File: config.mk
export PLATFORM = sky130hd
export DESIGN_NAME = approx_adder_err_monitor
export DESIGN_NICKNAME = d
export VERILOG_FILES = /design/src/rtl/approx_adder_err_monitor.sv
export SDC_FILE = /design/constraint.sdc
export NUM_CORES = 1
export LEC_CHECK = 0
export BUFFER_PORTS_ARGS = -buffer_cell sky130_fd_sc_hd__buf_2
export CORE_MARGIN = 4
export CORE_UTILIZATION = 55
export DETAILED_ROUTE_END_ITERATION = 16
export GPL_TIMING_DRIVEN = 0
export MAX_ROUTING_LAYER = met4
export PLACE_DENSITY = 0.77
export SETUP_SLACK_MARGIN = 0.02
export SYNTH_ARGS = -nofsm -noshare
export SYNTH_HDL_FRONTEND = slang
export SYNTH_SLANG_ARGS = --single-unit
File: constraint.sdc
create_clock -name clk_i -period 5.6 [get_ports clk_i]
set_input_delay 0.56 -clock clk_i [delete_from_list [all_inputs] [get_ports clk_i]]
set_output_delay 0.56 -clock clk_i [all_outputs]
set_load 0.1 [all_outputs]
File: src/rtl/approx_adder_err_monitor.sv
// Error-statistics checker for an approximate adder: 2-stage pipeline, stats visible 3 cycles after accept.
// Sustains one sample/cycle; in_ready_o is deasserted outside RUN or once target samples are accepted.
module approx_adder_err_monitor #(
  parameter int N     = 16,
  parameter int K     = 12,
  parameter int CNT_W = 32,
  parameter int ACC_W = 48
) (
  input  logic             clk_i,
  input  logic             rst_i,
  input  logic             start_i,
  input  logic             clear_i,
  input  logic [CNT_W-1:0] target_i,
  input  logic             in_valid_i,
  output logic             in_ready_o,
  input  logic [N-1:0]     in_a_i,
  input  logic [N-1:0]     in_b_i,
  input  logic [N-1:0]     in_sum_i,
  output logic             busy_o,
  output logic             done_o,
  output logic [CNT_W-1:0] samples_o,
  output logic [CNT_W-1:0] err_count_o,
  output logic [CNT_W-1:0] low_err_cnt_o,
  output logic [ACC_W-1:0] ed_sum_o,
  output logic [N:0]       ed_max_o,
  output logic [N-1:0]     max_a_o,
  output logic [N-1:0]     max_b_o
);

  typedef enum logic [1:0] {S_IDLE, S_RUN, S_DRAIN, S_DONE} state_t;

  state_t           state_q;
  logic             busy_q, done_q;
  logic [CNT_W-1:0] target_q, accepted_q;
  logic             accept, start_ok;

  logic             v1_q, v2_q;
  logic [N-1:0]     a1_q, b1_q, s1_q, a2_q, b2_q;
  logic [N:0]       exact_w, approx_w, ed_w, ed2_q;

  logic [CNT_W-1:0] samples_q, samples_d, err_q, err_d, low_q, low_d;
  logic [ACC_W-1:0] ed_sum_q, ed_sum_d;
  logic [ACC_W:0]   sum_ext;
  logic [N:0]       ed_max_q, ed_max_d;
  logic [N-1:0]     max_a_q, max_a_d, max_b_q, max_b_d;

  always_comb in_ready_o = (state_q == S_RUN) && (accepted_q < target_q);
  assign accept   = in_valid_i && in_ready_o;
  assign start_ok = start_i && ((state_q == S_IDLE) || (state_q == S_DONE));

  // Widen before adding so a lost carry-out registers as a 2^N error.
  assign exact_w  = {1'b0, a1_q} + {1'b0, b1_q};
  assign approx_w = {1'b0, s1_q};
  assign ed_w     = (exact_w >= approx_w) ? (exact_w - approx_w) : (approx_w - exact_w);

  always_ff @(posedge clk_i) begin
    if (rst_i || clear_i) begin
      v1_q <= 1'b0;
      v2_q <= 1'b0;
    end else begin
      v1_q <= accept;
      v2_q <= v1_q;
    end
    a1_q  <= in_a_i;
    b1_q  <= in_b_i;
    s1_q  <= in_sum_i;
    a2_q  <= a1_q;
    b2_q  <= b1_q;
    ed2_q <= ed_w;
  end

  always_ff @(posedge clk_i) begin
    if (rst_i || clear_i) begin
      state_q    <= S_IDLE;
      busy_q     <= 1'b0;
      done_q     <= 1'b0;
      target_q   <= '0;
      accepted_q <= '0;
    end else begin
      case (state_q)
        S_IDLE, S_DONE: begin
          if (start_i) begin
            target_q   <= target_i;
            accepted_q <= '0;
            if (target_i == '0) begin
              state_q <= S_DONE;
              busy_q  <= 1'b0;
              done_q  <= 1'b1;
            end else begin
              state_q <= S_RUN;
              busy_q  <= 1'b1;
              done_q  <= 1'b0;
            end
          end
        end
        S_RUN: begin
          if (accept) accepted_q <= accepted_q + 1'b1;
          if (accepted_q == target_q) begin
            state_q <= S_DRAIN;
            busy_q  <= 1'b0;
          end
        end
        S_DRAIN: begin
          if (samples_q == target_q) begin
            state_q <= S_DONE;
            done_q  <= 1'b1;
          end
        end
        default: state_q <= S_IDLE;
      endcase
    end
  end

  assign sum_ext = {1'b0, ed_sum_q} + {{(ACC_W-N){1'b0}}, ed2_q};

  always_comb begin
    samples_d = samples_q;
    err_d     = err_q;
    low_d     = low_q;
    ed_sum_d  = ed_sum_q;
    ed_max_d  = ed_max_q;
    max_a_d   = max_a_q;
    max_b_d   = max_b_q;
    if (start_ok) begin
      samples_d = '0;
      err_d     = '0;
      low_d     = '0;
      ed_sum_d  = '0;
      ed_max_d  = '0;
      max_a_d   = '0;
      max_b_d   = '0;
    end else if (v2_q) begin
      samples_d = samples_q + 1'b1;
      if (ed2_q != '0) begin
        err_d = err_q + 1'b1;
        if (ed2_q < (N+1)'(1 << K)) low_d = low_q + 1'b1;
      end
      ed_sum_d = sum_ext[ACC_W] ? '1 : sum_ext[ACC_W-1:0];
      // Strictly greater keeps the first sample among ties.
      if (ed2_q > ed_max_q) begin
        ed_max_d = ed2_q;
        max_a_d  = a2_q;
        max_b_d  = b2_q;
      end
    end
  end

  always_ff @(posedge clk_i) begin
    if (rst_i || clear_i) begin
      samples_q <= '0;
      err_q     <= '0;
      low_q     <= '0;
      ed_sum_q  <= '0;
      ed_max_q  <= '0;
      max_a_q   <= '0;
      max_b_q   <= '0;
    end else begin
      samples_q <= samples_d;
      err_q     <= err_d;
      low_q     <= low_d;
      ed_sum_q  <= ed_sum_d;
      ed_max_q  <= ed_max_d;
      max_a_q   <= max_a_d;
      max_b_q   <= max_b_d;
    end
  end

  assign busy_o        = busy_q;
  assign done_o        = done_q;
  assign samples_o     = samples_q;
  assign err_count_o   = err_q;
  assign low_err_cnt_o = low_q;
  assign ed_sum_o      = ed_sum_q;
  assign ed_max_o      = ed_max_q;
  assign max_a_o       = max_a_q;
  assign max_b_o       = max_b_q;

endmodule

==> results of run 1 <==
-- area by class of cell --
class,count,share of cell area
antenna,2,0.000243
buffer,68,0.0135
clock buffer,59,0.0579
clock inverter,10,0.00468
inverter,122,0.0222
multi-input combinational,1445,0.459
sequential,360,0.350
tap,396,0.0241
timing repair buffer,280,0.0680
-- synthesized netlist by cell type (16+ instances only) --
cell type,count
a21o_1,34
nand4_1,58
nor4_1,19
o21ai_0,72
xnor2_1,91
or3_1,23
a211oi_1,16
nand2_1,170
ha_1,121
inv_1,121
clkbuf_1,50
a31oi_1,16
nand3_1,70
a21oi_1,172
dfxtp_1,360
mux2i_1,68
and3_1,39
nor3_1,31
xor2_1,91
nor2_1,230
-- cells in the final DEF (no fill, tap or decap), drive strengths merged, types with 5 or more instances in the layout --
cell | netlist | routed
nand4 | 59 | 59
xnor2 | 91 | 91
nor3 | 32 | 32
or4 | 6 | 6
a21oi | 172 | 172
nand3 | 71 | 71
clkinv | 1 | 8
o211ai | 10 | 10
a41oi | 5 | 5
ha | 121 | 121
o21ai | 72 | 72
inv | 121 | 122
o21bai | 11 | 11
nand2 | 170 | 170
o21a | 8 | 8
dfxtp | 360 | 360
nand2b | 5 | 5
nor4 | 21 | 21
and2 | 9 | 9
and4 | 6 | 6
mux2i | 68 | 68
and3 | 39 | 39
buf | 18 | 298
nor2 | 231 | 231
or3 | 23 | 23
xor2 | 91 | 91
a21o | 34 | 34
or2 | 6 | 6
clkbuf | 50 | 109
a31oi | 16 | 16
a211oi | 17 | 17
nor2b | 8 | 8
-- stage by stage --
step,cells,worst slack (ns)
floorplan,1995,1.37
detailed placement,2671,0.565
global route,2742,0.0804
finish,2742,0.526
CTS,2740,0.514
global placement,2671,0.623
-- critical path: stages, from the launching register on --
cell and delay, ns:
dfxtp_1 0.39, ha_1 0.25, a21o_1 0.15, a21oi_1 0.22, o21bai_1 0.11, a31o_2 0.27, a41oi_1 0.31, a21oi_1 0.21
a21o_1 0.22, a21oi_1 0.31, xnor2_1 0.17, ha_1 0.32, a21oi_1 0.25, o21ai_0 0.16, a21oi_1 0.12, o21ai_0 0.15
a21o_1 0.26, a211oi_4 0.50, buf_6 0.25, mux2_2 0.34
-- worst max-delay path by stage --
stage                endpoint  slack [ns]  cells after the start
floorplan            ed2_q[1]        1.37                     19
global placement     ed2_q[1]        0.62                     19
detailed placement   ed2_q[1]        0.56                     19
CTS                  ed2_q[4]        0.51                     20
global route        ed2_q[11]        0.08                     20
finish               ed2_q[1]        0.53                     19
-- sequential cells by signal (all words and copies together) (netlist names) --
signal         flops
a2_q              16
b2_q              16
ed_max_o          17
state_q            2
s1_q              16
ed_sum_o          48
max_b_o           16
b1_q              16
ed2_q             17
done_o             1
a1_q              16
busy_o             1
v2_q               1
low_err_cnt_o     32
target_q          32
samples_o         32
v1_q               1
accepted_q        32
err_count_o       32
max_a_o           16
-- routing by layer --
| layer | track usage | up-vias | wire length [um] |
|---|---|---|---|
| met4 | 0.108 | 0 | 1880 |
| met5 | - | - | 0 |
| met3 | 0.0483 | 118 | 3710 |
| met1 | 0.343 | 7241 | 19900 |
| li1 | - | 7581 | - |
| met2 | 0.464 | 569 | 23000 |
-- kinds of logic after synthesis --
kind of cell             count (synthesis)  synth area share
buffers and inverters                  190            0.0423
multiplexers                            70            0.0404
flip-flops                             360             0.414
AND/OR/NAND/NOR                        691             0.189
XOR/XNOR                               182            0.0916
adder cells (fa/ha/maj)                125            0.0916
AO/OA/AOI/OAI                          377             0.131
-- report_power, final --
group	switching, mW	internal [mW]	total (mW)
Clock	1.04	1.52	2.55
Combinational	0.738	0.497	1.23
Sequential	0.129	2.67	2.80
Total	1.90	4.69	6.59
==> reports/results.txt, run 1 <==
Status - complete, no violations
Drt drc - 0
Final HPWL DP - 37300 um
Post-route cell area - 20600 um^2
Largest net degree at the start of global routing - 15
Nets - 2526
Port Buffers - 280
Clock-pin slew on the worst setup and hold paths - 0.06 ns
Avg WL per Cell - 17.7 um
Placed cell area - 19300 um^2
Largest cells by area after synthesis - dfxtp_1 41%, ha_1 8.7%, nor2_1 5.0%, a21oi_1 4.9%, xnor2_1 4.6%
# setup viols final - 0
Fillcell total - 2575
Worst Path Required - 6.02 ns
Setup TNS - 0 ns
WL final - 48500 um
FF-to-FF setup slack - 0.53 ns
Fin crit period - 5.07 ns
Slew headroom - 0.363
Post-CTS setup buffer count - 0
Total number of yosys warnings - 0
Hold slack final - 0.129 ns
Seq/Total Area, Yosys - 0.414
Clk sinks - 360
Area of the core - 30900 um^2
CP Max Fanout - 10
Worst-Skew Late Latency - 0.53 ns
Std-Cell Rows - 64
Grt total ovfl - 0
Synth top area share - 0.414
Post-synth top area cell - dfxtp_1
Ys async rst share - 0
Hold Startpoint - in_b_i[12]
Die Y - 186 um
CP startpoint kind - flop
RD Place Congestion - 0.939
Max Clk Rate - 0.197 GHz
Hold worst-path end - b1_q[12]
Pin slew with the least headroom to its limit - 0.955 ns
Max Root-Sink Buffers - 3
CTS root buffer - clkbuf_16
Worst path arrival time - 5.49 ns
Antenna violations before repair - 2
Reg2reg end - ed2_q[1]
# hold bufs at CTS - 0
IO Pins - 281
EDFF count, synth - 0
Top_reg_cell synth - dfxtp_1
Worst Reg-to-Reg Cells - 19
Synthesis-to-layout area growth - 18.3%
Layout cell share with drive strength beyond 1 - 0.159
Worst setup EP type - flop
Post-cts resize count - 0
First-pass DRT Iterations - 5
Hold Crit Class - primary input to flop
H-tree Lvls - 2
PnR Total Power - 6.59 mW
Reg-to-reg critical path startpoint - a1_q[1]
Die Area - 34600 um^2
Mapped Area - 17400 um^2
Num CTS Buffers - 39
CTS tree - yes
Starting Density - 0.563
Pwr Density - 320 nW/um^2
Crit path kind - flop to flop
Vias in the first global route - 15.1k
Clk_skew - 0.0175 ns
VDD IR-drop max - 0.000317 V
Fin crit share - 0.906
Final core occ - 0.666
Max-slew violations - 0
Hold Crit Depth - 1
Net Count, Synth - 2205
Unique masters post-synth - 71
Unrepaired setup endpoints after global routing - false
Initial DRC count - 908
Total track usage - 0.280
Die Wd - 186 um
ANT nets after route - 0
Syn_area_per_cell - 8.72 um^2
Syn Inst Count - 1995
Max_cap viols - 0
Leakage - 8.66 nW
First-pass GRT wire length - 77000 um
Final hold vios - 0
Crit path launch - a1_q[1]
Via density - 5.66
Vias - 15.5k
FF+latch count, synth - 360
Sequential Area - 7210 um^2
Multi-input logic area - 9460 um^2
No activity file was read; power rests on OpenSTA's default activity.
==> run 2: changes to the inputs <==
Settings changed: CORE_UTILIZATION 55 to 45, PLACE_DENSITY 0.77 to 0.65.
==> reports/results.txt, run 2 (same netlist as run 1, synthesis figures left out) <==
RD Place Congestion - 0.925 (-1.4%)
Worst-Skew Late Latency - 0.57 ns (+0.04 ns)
Worst Path Required - 6.09 ns (+0.07 ns)
Met1 Usage GRT - 0.293 (-0.0502)
Clk sinks - 360 (unchanged)
Vias - 15.4k (-0.65%)
H-tree Lvls - 2 (unchanged)
Area of the core - 37900 um^2 (+23%)
Max Root-Sink Buffers - 3 (unchanged)
Grt total ovfl - 0 (unchanged)
Synthesis-to-layout area growth - 19.9%
Hold worst-path end - a1_q[13]
Multi-input logic area - 9460 um^2 (unchanged)
Clock-pin slew on the worst setup and hold paths - 0.06 ns (about the same)
Post-cts resize count - 0 (unchanged)
FF-to-FF setup slack - 0.58 ns (+0.05 ns)
IO Pins - 281 (unchanged)
Final HPWL DP - 38700 um (+3.8%)
Hold Crit Class - primary input to flop
Die Wd - 205 um (+10%)
CP Max Fanout - 10 (unchanged)
Final hold vios - 0 (unchanged)
Worst Reg-to-Reg Cells - 20 (+1)
Sequential Area - 7210 um^2 (unchanged)
Port Buffers - 280 (unchanged)
Num CTS Buffers - 42 (+7.7%)
WL final - 50000 um (+3.0%)
First-pass GRT wire length - 78200 um (+1.6%)
ANT nets after route - 0 (unchanged)
Crit path kind - flop to flop
Reg2reg end - ed2_q[11]
Grt peak-use layer - met2
Nets - 2529 (+0.12%)
NetSw - 1.96 mW (+3.1%)
CP startpoint kind - flop
Switching part of the total - 0.287 (-0.00140)
Fillcell total - 3522 (+37%)
Fin crit share - 0.897 (-0.00953)
Status - complete, no violations
# setup viols final - 0 (unchanged)
Initial DRC count - 926 (+2.0%)
Pwr Density - 327 nW/um^2 (+2.2%)
VDD IR-drop max - 0.000319 V (+0.59%)
Grt met2 use - 0.389 (-0.0750)
Antenna violations before repair - 2 (unchanged)
Max FFs per register - 48 (unchanged)
Slew headroom - 0.373 (+0.00968)
Total track usage - 0.238 (-0.0426)
Worst setup EP type - flop
Via density - 5.38 (-4.9%)
Max Clk Rate - 0.199 GHz (+1.1%)
Hold Crit Depth - 1 (unchanged)
Clk_skew - 0.0246 ns (+0.00708 ns)
Layout cell share with drive strength beyond 1 - 0.160 (+0.00172)
Reg-to-reg critical path startpoint - a1_q[1]
Post-CTS setup buffer count - 0 (unchanged)
Largest net degree at the start of global routing - 15 (unchanged)
CTS root buffer - clkbuf_16
Fin crit period - 5.02 ns (-0.0534 ns)
Hold Startpoint - in_a_i[13]
Die Y - 205 um (+10%)
Leakage - 8.72 nW (+0.68%)
Setup TNS - 0 ns (unchanged)
Std-Cell Rows - 71 (+11%)
Combinational Power Share - 0.178 (-0.009)
Worst path arrival time - 5.51 ns (+0.02 ns)
Drt drc - 0 (unchanged)
CTS tree - yes
Max-slew violations - 0 (unchanged)
Hold slack final - 0.101 ns (-0.0283 ns)
Final setup margin - 0.579 ns (+0.0534 ns)
Pint - 4.86 mW (+3.8%)
Starting Density - 0.459 (-0.104)
DP Worst Slack - 0.590 ns (+0.0250 ns)
Power share of the clock group - 0.411 (+0.024)
Met3 Use GR - 0.0488 (+0.000487)
Max_cap viols - 0 (unchanged)
Unrepaired setup endpoints after global routing - false
# hold bufs at CTS - 0 (unchanged)
PnR Total Power - 6.83 mW (+3.6%)
Commonest non-fill, non-tap cell in the layout - dfxtp_1
Avg WL per Cell - 17.5 um (-1.3%)
First-pass DRT Iterations - 8 (+3)
Commonest non-fill, non-tap cells in the layout - 360 x dfxtp_1, 286 x buf_2, 230 x nor2_1
Vias in the first global route - 14.6k (-3.8%)
Die Area - 41900 um^2 (+21%)
Pin slew with the least headroom to its limit - 0.941 ns (-0.0145 ns)
Sequential power share - 0.410 (-0.015)
[run 2: changes by cell type in the layout (fill, tap and decap cells not counted), sizes merged]
cell	before	now
clkinvlp	1	2
clkinv	8	11
inv	122	124
bufinv	1	4
clkbuf	109	106
[run 2: power by group through the flow]
| stage | sequential [mW] | clock, mW | combinational, mW |
|---|---|---|---|
| final | 2.80 | 2.81 | 1.22 |
| after global routing | 2.82 | 2.98 | 1.37 |
| after CTS | 2.80 | 2.88 | 1.22 |
| after detailed placement | 2.86 | 0 | 1.22 |
| after global placement | 2.86 | 0 | 1.19 |
| after floorplan | 2.81 | 0 | 0.913 |
[run 2: worst max path at each step]
stage / cells past startpoint / to / from / slack, ns
after detailed placement: 20 / ed2_q[11] / a1_q[1] / 0.59
after floorplan: 19 / ed2_q[1] / a1_q[1] / 1.37
after CTS: 20 / ed2_q[11] / a1_q[1] / 0.58
after global placement: 19 / ed2_q[1] / a1_q[1] / 0.58
after global routing: 20 / ed2_q[6] / a1_q[1] / 0.18
final: 20 / ed2_q[11] / a1_q[1] / 0.58
[run 2: critical path: stages, from the launching register on]
cell and delay, ns:
dfxtp_1 0.34, ha_1 0.29, a21o_1 0.15, a21oi_1 0.24, o21bai_1 0.13, a31o_2 0.27
a41oi_1 0.25, a21oi_1 0.21, a21o_1 0.22, a21oi_1 0.27, xnor2_1 0.16, ha_1 0.32
a21oi_1 0.27, o21ai_0 0.17, a21oi_1 0.13, o21ai_0 0.14, a21o_1 0.25, a211oi_4 0.50
buf_6 0.25, mux2i_1 0.26, xnor2_1 0.14
[run 2: per-stage QoR]
step | std cells | util | instance area, um^2
after global routing | 2863 | 0.550 | 20900
after detailed placement | 2786 | 0.513 | 19400
after global placement | 2786 | 0.513 | 19400
after CTS | 2861 | 0.550 | 20900
after floorplan | 1995 | - | 17400
final | 2863 | 0.550 | 20900
[run 2: layout make-up]
type / count / area share
flip-flops and latches: 360 / 0.345
multi-input cells: 1445 / 0.453
inverters: 122 / 0.0219
diodes: 2 / 0.000240
clock buffers: 56 / 0.0574
well taps: 511 / 0.0306
clock inverters: 19 / 0.0109
plain buffers: 68 / 0.0133
repair buffers: 280 / 0.0671
[run 2: routing by layer]
metal / up-vias / routed length, um
met1: 7286 / 21600
li1: 7577 / -
met2: 455 / 23300
met3: 90 / 3390
met4: 0 / 1720
met5: - / 0
